## src/rtl/spi_cmd_tx.sv

```systemverilog
// SPI mode-0 master that shifts one {cmd, data} control packet out MSB first.
// A start is taken only while idle; done pulses once csb has been high for CS_GAP cycles.
module spi_cmd_tx #(
  parameter int PACKET_WIDTH = 24,
  parameter int DATA_WIDTH   = 16,
  parameter int CLK_DIV      = 4,
  parameter int CS_GAP       = 2
) (
  input  logic                  sys_clk,
  input  logic                  rst_n,
  input  logic [7:0]            cmd_word,
  input  logic [DATA_WIDTH-1:0] data_word,
  input  logic                  start,
  output logic                  busy,
  output logic                  done,
  output logic                  sclk,
  output logic                  mosi,
  output logic                  csb
);

  localparam int PH_W_DIV = (CLK_DIV > 1) ? $clog2(CLK_DIV) : 1;
  localparam int PH_W_GAP = (CS_GAP > 1) ? $clog2(CS_GAP) : 1;
  // The phase counter also times the csb gap, so it must cover the larger of the two.
  localparam int PH_W     = (PH_W_DIV > PH_W_GAP) ? PH_W_DIV : PH_W_GAP;
  localparam int BIT_W    = $clog2(PACKET_WIDTH + 1);

  localparam logic [PH_W-1:0]  DIV_LAST = PH_W'(CLK_DIV - 1);
  localparam logic [PH_W-1:0]  GAP_LAST = PH_W'(CS_GAP - 1);
  localparam logic [BIT_W-1:0] BIT_LAST = BIT_W'(PACKET_WIDTH - 1);

  typedef struct packed {
    logic [7:0]            cmd;
    logic [DATA_WIDTH-1:0] data;
  } pkt_t;

  typedef enum logic [2:0] {
    S_IDLE, S_SETUP, S_HIGH, S_LOW, S_HOLD, S_GAP
  } state_t;

  state_t           state, state_nxt;
  logic [PH_W-1:0]  ph_cnt;
  logic [BIT_W-1:0] bit_cnt;
  pkt_t             sh_reg;
  logic             accept, ph_last;
  logic             sclk_nxt, csb_nxt, busy_nxt, done_nxt;

  assign accept  = (state == S_IDLE) && start;
  assign ph_last = (state == S_GAP) ? (ph_cnt == GAP_LAST) : (ph_cnt == DIV_LAST);

  always_ff @(posedge sys_clk or negedge rst_n) begin
    if (!rst_n) state <= S_IDLE;
    else        state <= state_nxt;
  end

  always_comb begin
    state_nxt = state;
    case (state)
      S_IDLE:  if (accept)  state_nxt = S_SETUP;
      S_SETUP: if (ph_last) state_nxt = S_HIGH;
      S_HIGH:  if (ph_last) state_nxt = (bit_cnt == BIT_LAST) ? S_HOLD : S_LOW;
      S_LOW:   if (ph_last) state_nxt = S_HIGH;
      S_HOLD:  if (ph_last) state_nxt = S_GAP;
      S_GAP:   if (ph_last) state_nxt = S_IDLE;
      default:              state_nxt = S_IDLE;
    endcase
  end

  // Outputs are decoded from the next state and registered, so each pin
  // changes on the same edge as the state it belongs to.
  always_comb begin
    sclk_nxt = (state_nxt == S_HIGH);
    csb_nxt  = (state_nxt == S_IDLE) || (state_nxt == S_GAP);
    busy_nxt = (state_nxt != S_IDLE);
    done_nxt = (state == S_GAP) && (state_nxt == S_IDLE);
  end

  always_ff @(posedge sys_clk or negedge rst_n) begin
    if (!rst_n) begin
      sclk <= 1'b0;
      csb  <= 1'b1;
      busy <= 1'b0;
      done <= 1'b0;
    end else begin
      sclk <= sclk_nxt;
      csb  <= csb_nxt;
      busy <= busy_nxt;
      done <= done_nxt;
    end
  end

  always_ff @(posedge sys_clk or negedge rst_n) begin
    if (!rst_n)                                    ph_cnt <= '0;
    else if (state == S_IDLE || state_nxt != state) ph_cnt <= '0;
    else                                           ph_cnt <= ph_cnt + 1'b1;
  end

  always_ff @(posedge sys_clk or negedge rst_n) begin
    if (!rst_n)                          bit_cnt <= '0;
    else if (accept)                     bit_cnt <= '0;
    else if (state == S_HIGH && ph_last) bit_cnt <= bit_cnt + 1'b1;
  end

  // Shift on the falling sclk so mosi moves only while sclk is low.
  always_ff @(posedge sys_clk or negedge rst_n) begin
    if (!rst_n)
      sh_reg <= '0;
    else if (accept)
      sh_reg <= '{cmd: cmd_word, data: data_word};
    else if (state == S_HIGH && state_nxt == S_LOW)
      sh_reg <= {sh_reg[$bits(pkt_t)-2:0], 1'b0};
  end

  assign mosi = sh_reg[$bits(pkt_t)-1];

endmodule

```

## config.mk

```make
export PLATFORM = sky130hd
export DESIGN_NAME = spi_cmd_tx
export DESIGN_NICKNAME = d
export VERILOG_FILES = /design/src/rtl/spi_cmd_tx.sv
export SDC_FILE = /design/constraint.sdc
export NUM_CORES = 1
export LEC_CHECK = 0
export ABC_AREA = 1
export CORE_ASPECT_RATIO = 0.9
export CORE_MARGIN = 3
export CORE_UTILIZATION = 48
export CTS_CLUSTER_DIAMETER = 60
export DETAILED_ROUTE_END_ITERATION = 10
export PLACE_DENSITY = 0.78
export REMOVE_ABC_BUFFERS = 1
export SETUP_SLACK_MARGIN = 0.1
export SLEW_MARGIN = 15
export SYNTH_ARGS = -nofsm -noshare
export SYNTH_HDL_FRONTEND = slang
export SYNTH_SLANG_ARGS = --single-unit
```

## constraint.sdc

```tcl
create_clock -name sys_clk -period 1.53 [get_ports sys_clk]
set_input_delay 0.153 -clock sys_clk [delete_from_list [all_inputs] [get_ports sys_clk]]
set_output_delay 0.153 -clock sys_clk [all_outputs]
set_load 0.01 [all_outputs]
```

# ---- Yosys cells after proc, flatten, opt, wreduce, memory -nomap -nowiden
# Index checks and enable logic that the tools add are counted.
dict set report word_totals {
  regBits 38
  out_inout_bits 5
  wordCells 48
}
dict set report classes {
  addsub 2
  n_eq_ne 12
  n_mux 13
  n_reduce_logical 12
}
# cell n
set ops {}
lappend ops {{24-bit two-way mux} 2}
lappend ops {{3-bit two-way mux} 6}
lappend ops {{3-bit case mux with 5 select lines} 1}
lappend ops {{3-bit by 2-bit == test with 1-bit output, second input constant} 4}
lappend ops {{5-bit two-way mux} 2}
lappend ops {{3-bit == test, second input constant} 3}
lappend ops {{3-bit logical NOT} 2}
lappend ops {{5-bit by 1-bit adder with 5-bit output, second input constant} 1}
lappend ops {{5-bit == test, second input constant} 1}
lappend ops {{1-bit logical AND} 4}
lappend ops {{2-bit nonzero test} 2}
lappend ops {{3-bit by 1-bit == test with 1-bit output, second input constant} 1}
lappend ops {{3-bit inequality test} 1}
lappend ops {{3-bit nonzero test} 1}
lappend ops {{2-bit by 1-bit adder with 2-bit output, second input constant} 1}
lappend ops {{2-bit by 1-bit == test with 1-bit output, second input constant} 1}
lappend ops {{2-bit == test, second input constant} 1}
lappend ops {{1-bit logical OR} 2}
lappend ops {{2-bit two-way mux} 1}
lappend ops {{2-bit OR reduction} 1}
lappend ops {{1-bit two-way mux} 1}

# ---- Longest topological paths before layout
dict set report logic_depth {
  ltp_word 8
  ltp_mapped 11
  depth_no_buf 11
}

# ---- Worst setup path after synthesis
# OpenSTA, ideal clock, no wires.
dict set report synth_path {
  path_kind {reg-to-reg}
  start {reg bit_cnt[0]}
  end {reg sh_reg[3] (netlist bit)}
  setup_ps 117
  arrival_time_ps 1396
  path_slack_ps 16
  stages_incl_launch_ff 10
  period_less_slack_ps 1514
  path_cell_list {dfrtp_1 -> ha_1 -> nand2_1 -> nor2_1 -> nand4_1 -> nand3_4 -> nand2_4 -> buf_6 -> nand2_1 -> o21ai_2}
}
dict set report synth_between {
  elab_chain_len 7
}
# element line
set synth_rtl {}
lappend synth_rtl {{from (decl)} 42} ;# logic [BIT_W-1:0] bit_cnt;
lappend synth_rtl {{from (signal assigned)} 100} ;# else if (state == S_HIGH && ph_last) bit_cnt <= bit_cnt + 1'b1;
lappend synth_rtl {{5-bit == test} 60} ;# S_HIGH: if (ph_last) state_nxt = (bit_cnt == BIT_LAST) ? S_HOLD : S_LOW;
lappend synth_rtl {{3-bit two-way mux (2 in a row)} 60}
lappend synth_rtl {{3-bit case mux with 5 select lines} 57} ;# case (state)
lappend synth_rtl {{3-bit by 2-bit == test with 1-bit output} 109} ;# else if (state == S_HIGH && state_nxt == S_LOW)
lappend synth_rtl {{1-bit logical AND} 109}
lappend synth_rtl {{2-bit nonzero test (no source line)} --}
lappend synth_rtl {{to (signal assigned)} 108} ;# sh_reg <= '{cmd: cmd_word, data: data_word};
lappend synth_rtl {{to (signal assigned)} 110} ;# sh_reg <= {sh_reg[$bits(pkt_t)-2:0], 1'b0};
lappend synth_rtl {{to (decl)} 43} ;# pkt_t sh_reg;
# Every way passes these cells.
# A chain may end at the register's enable or synchronous reset.

# ---- Worst setup path after layout
dict set report layout_path {
  start {reg bit_cnt[0]}
  end {reg sclk}
}
dict set report layout_between {
  elab_chain_len 5
}
# element line
set layout_rtl {}
lappend layout_rtl {{5-bit == test} 60}
lappend layout_rtl {{3-bit two-way mux (2 in a row)} 60}
lappend layout_rtl {{3-bit case mux with 5 select lines} 57}
lappend layout_rtl {{via state_nxt[0]} 40} ;# state_t state, state_nxt;
lappend layout_rtl {{3-bit by 2-bit == test with 1-bit output} 71} ;# sclk_nxt = (state_nxt == S_HIGH);
lappend layout_rtl {{via sclk_nxt} 45} ;# logic sclk_nxt, csb_nxt, busy_nxt, done_nxt;
lappend layout_rtl {{to (signal assigned)} 84} ;# sclk <= sclk_nxt;
lappend layout_rtl {{to (decl)} 16} ;# output logic sclk,
# The timed path passes the listed nets, and every way through them passes these cells.

==> flow_metrics.tcl <==
set metrics [dict create \
    status "finished, violations left" \
    violations "setup timing" \
    start_util 0.524 \
    arrival_ns 1.81 \
    fin_cells 344 \
    synth_area_leader_cell "dfrtp_1" \
    synthFlopType "dfrtp_1" \
    drt_first_pass_iters 5 \
    vdd_drop_max_mv 0.493 \
    clock_latency_ns 0.28 \
    hold_violations 0 \
    routed_via_density 4.95 \
    critPathMaxStageDelay_ns 0.37 \
    grt_overflow 0 \
    cts_buffers 5 \
    syn_area_um2 2040 \
    cts_root_buffer "clkbuf_8" \
    drt_iter0_markers 104 \
    fmax_mhz 630 \
    die_y_um 67.8 \
    grt_pass1_wl_um 7180 \
    die-area_um2 5070 \
    leakage_nw 1.23 \
    ys_seq_elements 38 \
    ant_nets 0 \
    yosysSeqAreaShare 0.467 \
    final_util 0.704 \
    crit_path_top_delay_cell "dfrtp_1" \
    async_flop_share 1.00 \
    setup_ws_ns -0.0574 \
    clockBufferDepth 2 \
    worstPathRequired_ns 1.75 \
    rows 21 \
    clkPwrFrac 0.387 \
    die_x_um 74.7 \
    fin_area_um2 2740 \
    p_switching_w 0.000358 \
    yosysTopAreaCellShare 0.454 \
    power_density_nw_per_um2 653 \
    yosysUniqueCellTypes 31 \
    dpl_worst_slack_ns -0.0978 \
    clock-skew-final_ns 0.00254 \
    path_class "flop to flop" \
    wl_per_cell_um 12.0 \
    grtUsageTotal 0.187 \
    avgSynthCellArea_um2 8.36 \
    slew_headroom 0.804 \
    area_growth_pct 34.3 \
    rsz0062_at_grt "true" \
    synth.area.top_cells "dfrtp_1 (45%), nand2_1 (14%), o21ai_2 (7.3%), inv_1 (5.9%), o21ai_0 (5.2%)" \
    worst-path-max-fanout 4 \
    nNetsFinal 325 \
    dpl.hpwl_um 2890 \
    grt_pass1_vias 1636 \
    swShare 0.200 \
    wl_um 4110 \
    combinationalPowerShare 0.051 \
    place_area_um2 2510 \
    place_congestion 0.887 \
    grt_max_degree 39 \
    start_kind "flop" \
    crit_path_cell_trace "ha_2 > nand2_2 > nor2_4 > nand4_1 > nand3_4 > nand3_4 > buf_4 > buf_6 > nor2_2" \
    fill_cells 309 \
    htreeDepth 2 \
    final_max_slew_viol_count 0 \
    setup.worst_path.end_class "flop" \
    seq_power_share 0.561 \
    yosys_warnings 0 \
    drive_above_1_share 0.292 \
    synth-edff-count 0 \
    io_buffer_count 31 \
    tns_ns -0.541 \
    dpl.cell_count 330 \
    antenna_cells 0 \
    clock-sinks 38 \
    ios 32 \
    crit_top_cell "nand3_4" \
    hold_path_class "input port to asynchronous set/reset pin" \
    cts_tree "yes" \
    tightest_slew_ns 0.294 \
    core_region_area_um2 3890 \
    post-route-period-util 1.04 \
    clk_pin_slew_worst_paths_ns 0.07 \
    drc 0 \
    drv_cap 0 \
    largest_reg_flops 23 \
    antenna_found_initial 0 \
    num_vias 1704 \
    p_int_w 0.00143 \
    period_minus_slack_ns 1.59 \
    setup_violations 23 \
    syn_inst 244 \
]
[area by class of cell]
cell class / instances / area [um^2] / share of cell area
Multi-Input combinational cell: 164 / 961 / 0.351
Sequential cell: 38 / 955 / 0.349
Timing Repair Buffer: 55 / 548 / 0.200
Inverter: 33 / 126 / 0.0461
Clock buffer: 7 / 86.3 / 0.0315
Tap cell: 46 / 57.6 / 0.0210
Clock inverter: 1 / 5.00 / 0.00183
[placed cells by master (no fill, tap or decap), drive strengths merged]
| cell | synthesis | layout |
|---|---|---|
| clkdlybuf4s50 | 0 | 29 |
| nand4 | 5 | 5 |
| o31ai | 1 | 1 |
| o21a | 1 | 1 |
| dlygate4sd2 | 0 | 1 |
| dfrtp | 37 | 37 |
| a31oi | 1 | 1 |
| nand3 | 13 | 13 |
| a22o | 1 | 1 |
| inv | 33 | 33 |
| clkbuf | 2 | 7 |
| o21ai | 41 | 41 |
| nor3 | 1 | 1 |
| xnor2 | 1 | 1 |
| buf | 7 | 24 |
| xor2 | 1 | 1 |
| ha | 1 | 1 |
| nand2 | 77 | 77 |
| dlygate4sd3 | 0 | 1 |
| a21oi | 5 | 5 |
| nor2 | 15 | 15 |
| clkinv | 0 | 1 |
| dfstp | 1 | 1 |
[per-stage QoR]
step	hold slack [ns]	total power, W
after floorplan	-0.143	0.00102
after global placement	0.133	0.00111
after detailed placement	0.132	0.00112
after CTS	0.359	0.00180
after global routing	0.373	0.00185
final	0.351	0.00179
[synthesized netlist by cell type, types with 2 or more instances]
library cell,n
nor2_1,10
o21ai_2,17
nor2_4,2
nand3_1,8
nand4_1,5
nand3_4,3
o21ai_0,21
nand2_1,74
a21oi_1,5
buf_6,4
clkbuf_1,2
nor2_2,3
nand3_2,2
inv_1,32
nand2_2,2
o21ai_1,3
dfrtp_1,37
[worst paths after layout]
| kind | start | endpoint | slack, ns | depth (start not counted) |
|---|---|---|---|---|
| max in group asynchronous | rst_n | csb$_DFF_PN1_ | 0.93 | 3 |
| worst min-delay path | rst_n | bit_cnt[2]$_DFFE_PN0P_ | 0.35 | 3 |
| worst min register to register | sh_reg[7]$_DFFE_PN0P_ | sh_reg[7]$_DFFE_PN0P_ | 0.52 | 2 |
| worst max register to register | bit_cnt[0]$_DFFE_PN0P_ | sclk$_DFF_PN0_ | -0.06 | 9 |
| worst max-delay path | bit_cnt[0]$_DFFE_PN0P_ | sclk$_DFF_PN0_ | -0.06 | 9 |
| min in group sys_clk | data_word[0] | sh_reg[0]$_DFFE_PN0P_ | 0.42 | 3 |
[power groups by stage]
stage	sequential [W]	clock [W]	combinational [W]
4_1_cts	0.00100	0.000705	0.0000940
2_1_floorplan	0.00102	0	0.00000000196
3_3_place_gp	0.00102	0	0.0000916
3_5_place_dp	0.00102	0	0.0000920
6_report	0.00100	0.000693	0.0000917
5_1_grt	0.00100	0.000748	0.0000996
[cells by family after synthesis]
family,synth area share
AND/OR/NAND/NOR,0.260
AO/OA/AOI/OAI,0.159
buffers and inverters,0.100
flip-flops,0.467
XOR/XNOR,0.00859
adder cells (fa/ha/maj),0.00613
[routing by layer]
layer  vias to the layer above  track usage  routed length (um)
met3                         2       0.0441                 142
met4                         0       0.0600                  40
met5                         -            0                   0
met2                        32        0.317                2030
li1                        883            -                   -
met1                       787        0.235                1900
[worst max-delay path, delay by kind of cell (launching register included)]
kind	cells	cell delay, ns
flip-flops	1	0.37
AND/OR/NAND/NOR	6	0.69
buffers and inverters	2	0.26
adder cells (fa/ha/maj)	1	0.20
[repair_timing]
action,in CTS,in global routing
endpoints found under the setup margin,32,36
pin swaps,5,5
endpoints found under the hold margin,37,0
gates resized for setup,25,10
hold buffers,1,0
buffers inserted,2,3
(Power assumes the default switching activity.)
